`src/rtl/karatsuba_pkg.sv`:
```
// Shared types and elaboration helpers for the iterative Karatsuba multiplier.
package karatsuba_pkg;

  typedef enum logic [2:0] {
    IDLE = 3'd0,
    LL   = 3'd1,
    HH   = 3'd2,
    MID  = 3'd3,
    DONE = 3'd4
  } state_t;

  function automatic int karatsuba_half(input int w);
    return w / 2;
  endfunction

  // Operands must split into two equal halves of at least 4 bits.
  function automatic bit karatsuba_width_ok(input int w);
    return (w % 2 == 0) && (w >= 8);
  endfunction

endpackage

```
`src/rtl/karatsuba_dp.sv`:
```
// Per-step datapath: half-width operand muxes, pre-adders, the lone H x H multiplier,
// cross-term corrections and the Z/T accumulator updates, selected by FSM state.
module karatsuba_dp
  import karatsuba_pkg::*;
#(
  parameter int W = 32
) (
  input  state_t         state,
  input  logic [W-1:0]   a,
  input  logic [W-1:0]   b,
  input  logic [2*W-1:0] z,
  input  logic [W:0]     t,
  output logic [2*W-1:0] z_next,
  output logic [W:0]     t_next
);

  localparam int H = karatsuba_half(W);

  logic [H:0]   sa;
  logic [H:0]   sb;
  logic [H-1:0] x;
  logic [H-1:0] y;
  logic [W-1:0] prod;
  logic [W+1:0] p;
  logic [W+1:0] m;

  assign sa = {1'b0, a[W-1:H]} + {1'b0, a[H-1:0]};
  assign sb = {1'b0, b[W-1:H]} + {1'b0, b[H-1:0]};

  always_comb begin
    x = a[H-1:0];
    y = b[H-1:0];
    case (state)
      HH: begin
        x = a[W-1:H];
        y = b[W-1:H];
      end
      MID: begin
        x = sa[H-1:0];
        y = sb[H-1:0];
      end
      default: ;
    endcase
  end

  // Upper halves are zero, so this is the single H x H product.
  assign prod = {{H{1'b0}}, x} * {{H{1'b0}}, y};

  // The pre-adder carries contribute the terms the H-bit product cannot see.
  assign p = {2'b00, prod}
           + {2'b00, sa[H-1:0] & {H{sb[H]}}, {H{1'b0}}}
           + {2'b00, sb[H-1:0] & {H{sa[H]}}, {H{1'b0}}}
           + {1'b0, sa[H] & sb[H], {W{1'b0}}};
  assign m = p - {1'b0, t};

  always_comb begin
    z_next = z;
    t_next = t;
    case (state)
      LL: begin
        z_next = z + {{W{1'b0}}, prod};
        t_next = {1'b0, prod};
      end
      HH: begin
        z_next = z + {prod, {W{1'b0}}};
        t_next = t + {1'b0, prod};
      end
      MID: z_next = z + ({{(W-2){1'b0}}, m} << H);
      default: ;
    endcase
  end

endmodule

```
`src/rtl/iterative_karatsuba_nbit.sv`:
```
// W-bit iterative Karatsuba multiplier with valid/ready on both sides; four edges accept-to-result.
// KARATSUBA_SIGNED_EN adds the tc port and two's-complement operand handling.
module iterative_karatsuba_nbit
  import karatsuba_pkg::*;
#(
  parameter int W = 32
) (
  input  logic           clk,
  input  logic           rst,
  input  logic           in_valid,
  output logic           in_ready,
  input  logic [W-1:0]   A,
  input  logic [W-1:0]   B,
`ifdef KARATSUBA_SIGNED_EN
  input  logic           tc,
`endif
  output logic           out_valid,
  input  logic           out_ready,
  output logic [2*W-1:0] C
);

  localparam bit WIDTH_OK = karatsuba_width_ok(W);

  generate
    if (!WIDTH_OK) begin : g_bad_width
      $error("iterative_karatsuba_nbit: W must be even and >= 8");
    end
  endgenerate

  state_t         state;
  state_t         state_n;
  logic [W-1:0]   a_q;
  logic [W-1:0]   b_q;
  logic [2*W-1:0] z_q;
  logic [W:0]     t_q;
  logic [2*W-1:0] c_q;
  logic [2*W-1:0] z_n;
  logic [W:0]     t_n;
  logic [2*W-1:0] c_d;
  logic [W-1:0]   a_in;
  logic [W-1:0]   b_in;
  logic           accept;

  assign accept = in_valid && (state == IDLE);

`ifdef KARATSUBA_SIGNED_EN
  logic sign_q;
  // The most negative value negates to itself, which is its correct unsigned magnitude.
  assign a_in = (tc && A[W-1]) ? -A : A;
  assign b_in = (tc && B[W-1]) ? -B : B;
  assign c_d  = sign_q ? -z_n : z_n;

  always_ff @(posedge clk) begin
    if (rst)         sign_q <= 1'b0;
    else if (accept) sign_q <= tc && (A[W-1] ^ B[W-1]);
  end
`else
  assign a_in = A;
  assign b_in = B;
  assign c_d  = z_n;
`endif

  karatsuba_dp #(.W(W)) u_dp (
    .state  (state),
    .a      (a_q),
    .b      (b_q),
    .z      (z_q),
    .t      (t_q),
    .z_next (z_n),
    .t_next (t_n)
  );

  always_ff @(posedge clk) begin
    if (rst) state <= IDLE;
    else     state <= state_n;
  end

  always_comb begin
    state_n = state;
    case (state)
      IDLE:    if (in_valid) state_n = LL;
      LL:      state_n = HH;
      HH:      state_n = MID;
      MID:     state_n = DONE;
      DONE:    if (out_ready) state_n = IDLE;
      default: state_n = IDLE;
    endcase
  end

  always_ff @(posedge clk) begin
    if (rst) begin
      a_q <= '0;
      b_q <= '0;
      z_q <= '0;
      t_q <= '0;
      c_q <= '0;
    end else if (accept) begin
      a_q <= a_in;
      b_q <= b_in;
      z_q <= '0;
      t_q <= '0;
    end else if (state == LL || state == HH || state == MID) begin
      z_q <= z_n;
      t_q <= t_n;
      if (state == MID) c_q <= c_d;
    end
  end

  assign in_ready  = (state == IDLE);
  assign out_valid = (state == DONE);
  assign C         = c_q;

endmodule

```
`config.mk`:
```
export PLATFORM = sky130hd
export DESIGN_NAME = iterative_karatsuba_nbit
export DESIGN_NICKNAME = d
export VERILOG_FILES = /design/src/rtl/karatsuba_pkg.sv /design/src/rtl/karatsuba_dp.sv /design/src/rtl/iterative_karatsuba_nbit.sv
export SDC_FILE = /design/constraint.sdc
export NUM_CORES = 2
export LEC_CHECK = 0
export CORE_ASPECT_RATIO = 0.6
export CORE_MARGIN = 2
export CORE_UTILIZATION = 30
export DETAILED_ROUTE_END_ITERATION = 10
export GPL_ROUTABILITY_DRIVEN = 0
export PLACE_DENSITY = 0.51
export SLEW_MARGIN = 40
export SYNTH_ARGS = -nofsm -noshare
export SYNTH_HDL_FRONTEND = slang
export SYNTH_HIERARCHICAL = 1
export SYNTH_SLANG_ARGS = --single-unit
```
`constraint.sdc`:
```
create_clock -name clk -period 15.2 [get_ports clk]
set_input_delay 3.04 -clock clk [delete_from_list [all_inputs] [get_ports clk]]
set_output_delay 3.04 -clock clk [all_outputs]
set_load 0.01 [all_outputs]
```
==> impl_metrics.yaml <==
run_status:
  status: "finished clean"
place:
  place_area_um2: 33800
  io_buffers: 133
  hpwlAfterDp_mm: 93.9
power:
  sw_frac_of_total: 0.526
  internal_power_uw: 2000
  clkPwrFrac: 0.165
  p_leak_uw: 0.0150
  seq_power_share: 0.156
  p_switching_uw: 2220
  ir_worst_vdd_mv: 0.109
  powerDensity_nw_per_um2: 121
  combPwrFrac: 0.680
layout:
  drive_above_1_share: 0.0507
  area_delta_synth_final_pct: 13.1
  utilization: 0.344
  fin_area_um2: 34700
  n_antenna_cell: 0
  layout.nets: 4852
critical_path:
  crit_buf_inv: 5
  cp.arrival_ns: 14.86
  rrSetupSlack_ns: 0.89
  ff2ff_path_depth: 58
  path_depth: 58
  cp-startpoint: "b_q[0]"
  crit_slowest_cell: "fa_1"
  crit_end: "C[62]"
  criticalPathCategory: "reg -> reg"
  rr_endpoint: "C[62]"
  cp_top_family: "adder cells"
  required_ns: 15.75
  cp-end-kind: "flop"
  crit_path_frequent_cell: "fa_1"
  max_stage_delay_ns: 0.59
  cp_max_fo: 9
  r2r_start: "b_q[0]"
  start_kind: "flop"
hold_path:
  hold_start: "C[31]"
  worst_hold_path_type: "reg -> reg"
cts:
  post_cts_buffers: 0
  cts_buffer_depth: 3
  cts_buffers: 27
  htree_levels: 1
  clk_latency_ns: 0.64
  cts_root_buffer: "clkbuf_16"
  cts_tree: "built"
  cts.sinks: 228
  clk_pin_slew_ns: 0.07
timing:
  skew_ns: 0.0416
  maxSlewViolCount: 0
  grt_setup_unrepaired: "no"
  final_hold_viol_count: 0
  final.min_clock_period_ns: 14.31
  period_share: 0.941
  relSlewSlack: 0.370
  setup-tns-final_ns: 0
  fmax_ghz: 0.0699
  tightest_slew_ns: 0.942
  setup-violations-final: 0
floorplanning:
  io_pins: 134
  die_h_um: 252
  die_area_um2: 105000
  core_area_um2: 101000
  dieWidth_um: 417
  start_util: 0.304
  rows: 90
drt:
  drtPass1Iterations: 6
  ant_nets: 0
  vias: 29900
  drt_iter0_drc: 2819
  totalWireLength_mm: 116
  via_per_inst: 5.36
  drc: 0
  wl_per_cell_um: 20.8
job:
  drv_cap: 0
yosys:
  synth_seq_area_share: 0.149
  synthTopCellsByArea: "dfxtp_1 15%, fa_1 14%, ha_1 14%, nand2_1 9.7%, a21oi_1 7.2%"
  ys.flop_type: "dfxtp_1"
  synth_fp_nets: 4769
  ys_warn_count: 6
  synth-seq-cells: 228
  synth_cells: 4138
  synth.most_common_cell: "nand2_1"
  synth_top_cell_by_area: "dfxtp_1"
  synth_top_cell_area_share: 0.149
  yosysUniqueCellTypes: 93
  synth_commonest_cells: "792 x nand2_1, 444 x a21oi_1, 365 x inv_1, 344 x ha_1, 309 x nor2_1"
  syn-cell-area_um2: 30700
  synth_edf_count: 0
  avgSynthCellArea_um2: 7.42
  async_flop_share: 0
global_route:
  grt_pass1_vias: 27600
  grt_max_degree: 68
  grtUsageMet2: 0.275
  grt_most_used_layer: "met1"
  grt_usage: 0.217
  antenna_found_initial: 8
  grt_overflow: 0
  globalRouteMet1Util: 0.337
  grt_pass1_wl_mm: 175
  use_met3: 0.0813
-- cell type report --
type                    instances  area [um^2]
clock buffers                  34          762
flip-flops and latches        228         4570
fillers                     10700        66300
clock inverters                14          133
inverters                     367         1380
well taps                    1334         1670
repair buffers                228         2050
multi-input cells            3369        24200
-- metrics by stage --
stage / hold slack, ns / cells / setup slack (ns) / power [uW]
after floorplan: 0.448 / 4138 / 2.15 / 2590
after global placement: 0.442 / 5526 / 0.460 / 3440
after detailed placement: 0.446 / 5526 / 0.427 / 3440
after CTS: 0.456 / 5574 / 0.358 / 4160
after global routing: 0.469 / 5574 / 0.0164 / 4530
final: 0.452 / 5574 / 0.895 / 4220
-- cell usage in the layout (no fill, tap or decap), types with 25 or more instances in the layout --
cell type / count
a211oi_1: 26
a21o_1: 96
a21oi_1: 444
a22oi_1: 38
a31oi_1: 30
and3_1: 29
buf_4: 94
clkbuf_16: 27
clkdlybuf4s50_1: 132
dfxtp_1: 225
fa_1: 219
ha_1: 344
inv_1: 364
mux2i_1: 40
nand2_1: 791
nand2b_1: 46
nand3_1: 70
nor2_1: 306
nor2b_1: 48
nor3_1: 57
o21a_1: 60
o21ai_0: 131
o21ai_1: 71
o21bai_1: 25
xnor2_1: 130
xor2_1: 68
-- kinds of logic after synthesis --
logic type,count (synthesis),synth area share
AO/OA/AOI/OAI,1103,0.223
multiplexers,43,0.0141
XOR/XNOR,204,0.0582
buffers and inverters,541,0.0690
flip-flops,228,0.149
adder cells (fa/ha/maj),563,0.283
AND/OR/NAND/NOR,1456,0.204
-- power groups by stage --
stage	clock [uW]	combinational, uW	sequential [uW]
3_3_place_gp	0	2770	670
2_1_floorplan	0	1940	651
5_1_grt	739	3130	660
3_5_place_dp	0	2770	670
6_report	694	2870	658
4_1_cts	720	2790	656
-- tightest hold or removal path, cell delays in order, from the launching register on --
cell,delay (ns)
dfxtp_1,0.31
nand2_1,0.05
a21oi_1,0.05
-- what timing repair did --
action                     CTS  global route
hold buffers                 0             0
setup endpoints to repair    0            30
gates resized for setup      0            10
-- layer usage --
metal / share of wire / vias to the layer above
met5: 0.00034 / -
li1: - / 14300
met3: 0.12 / 118
met1: 0.49 / 14300
met2: 0.36 / 1238
met4: 0.020 / 8
-- sequential cells by signal, indices dropped and copies added, names as in the netlist --
register,count
C,64
z_q,64
state,3
t_q,33
b_q,32
a_q,32
-- worst min path at each step --
stage / endpoint / cells after the start
detailed placement: C[31] / 2
global placement: C[24] / 2
finish: C[31] / 2
floorplan: a_q[30] / 2
global route: C[38] / 2
CTS: C[58] / 2
Note: power is estimated with default switching activity, not from simulation.
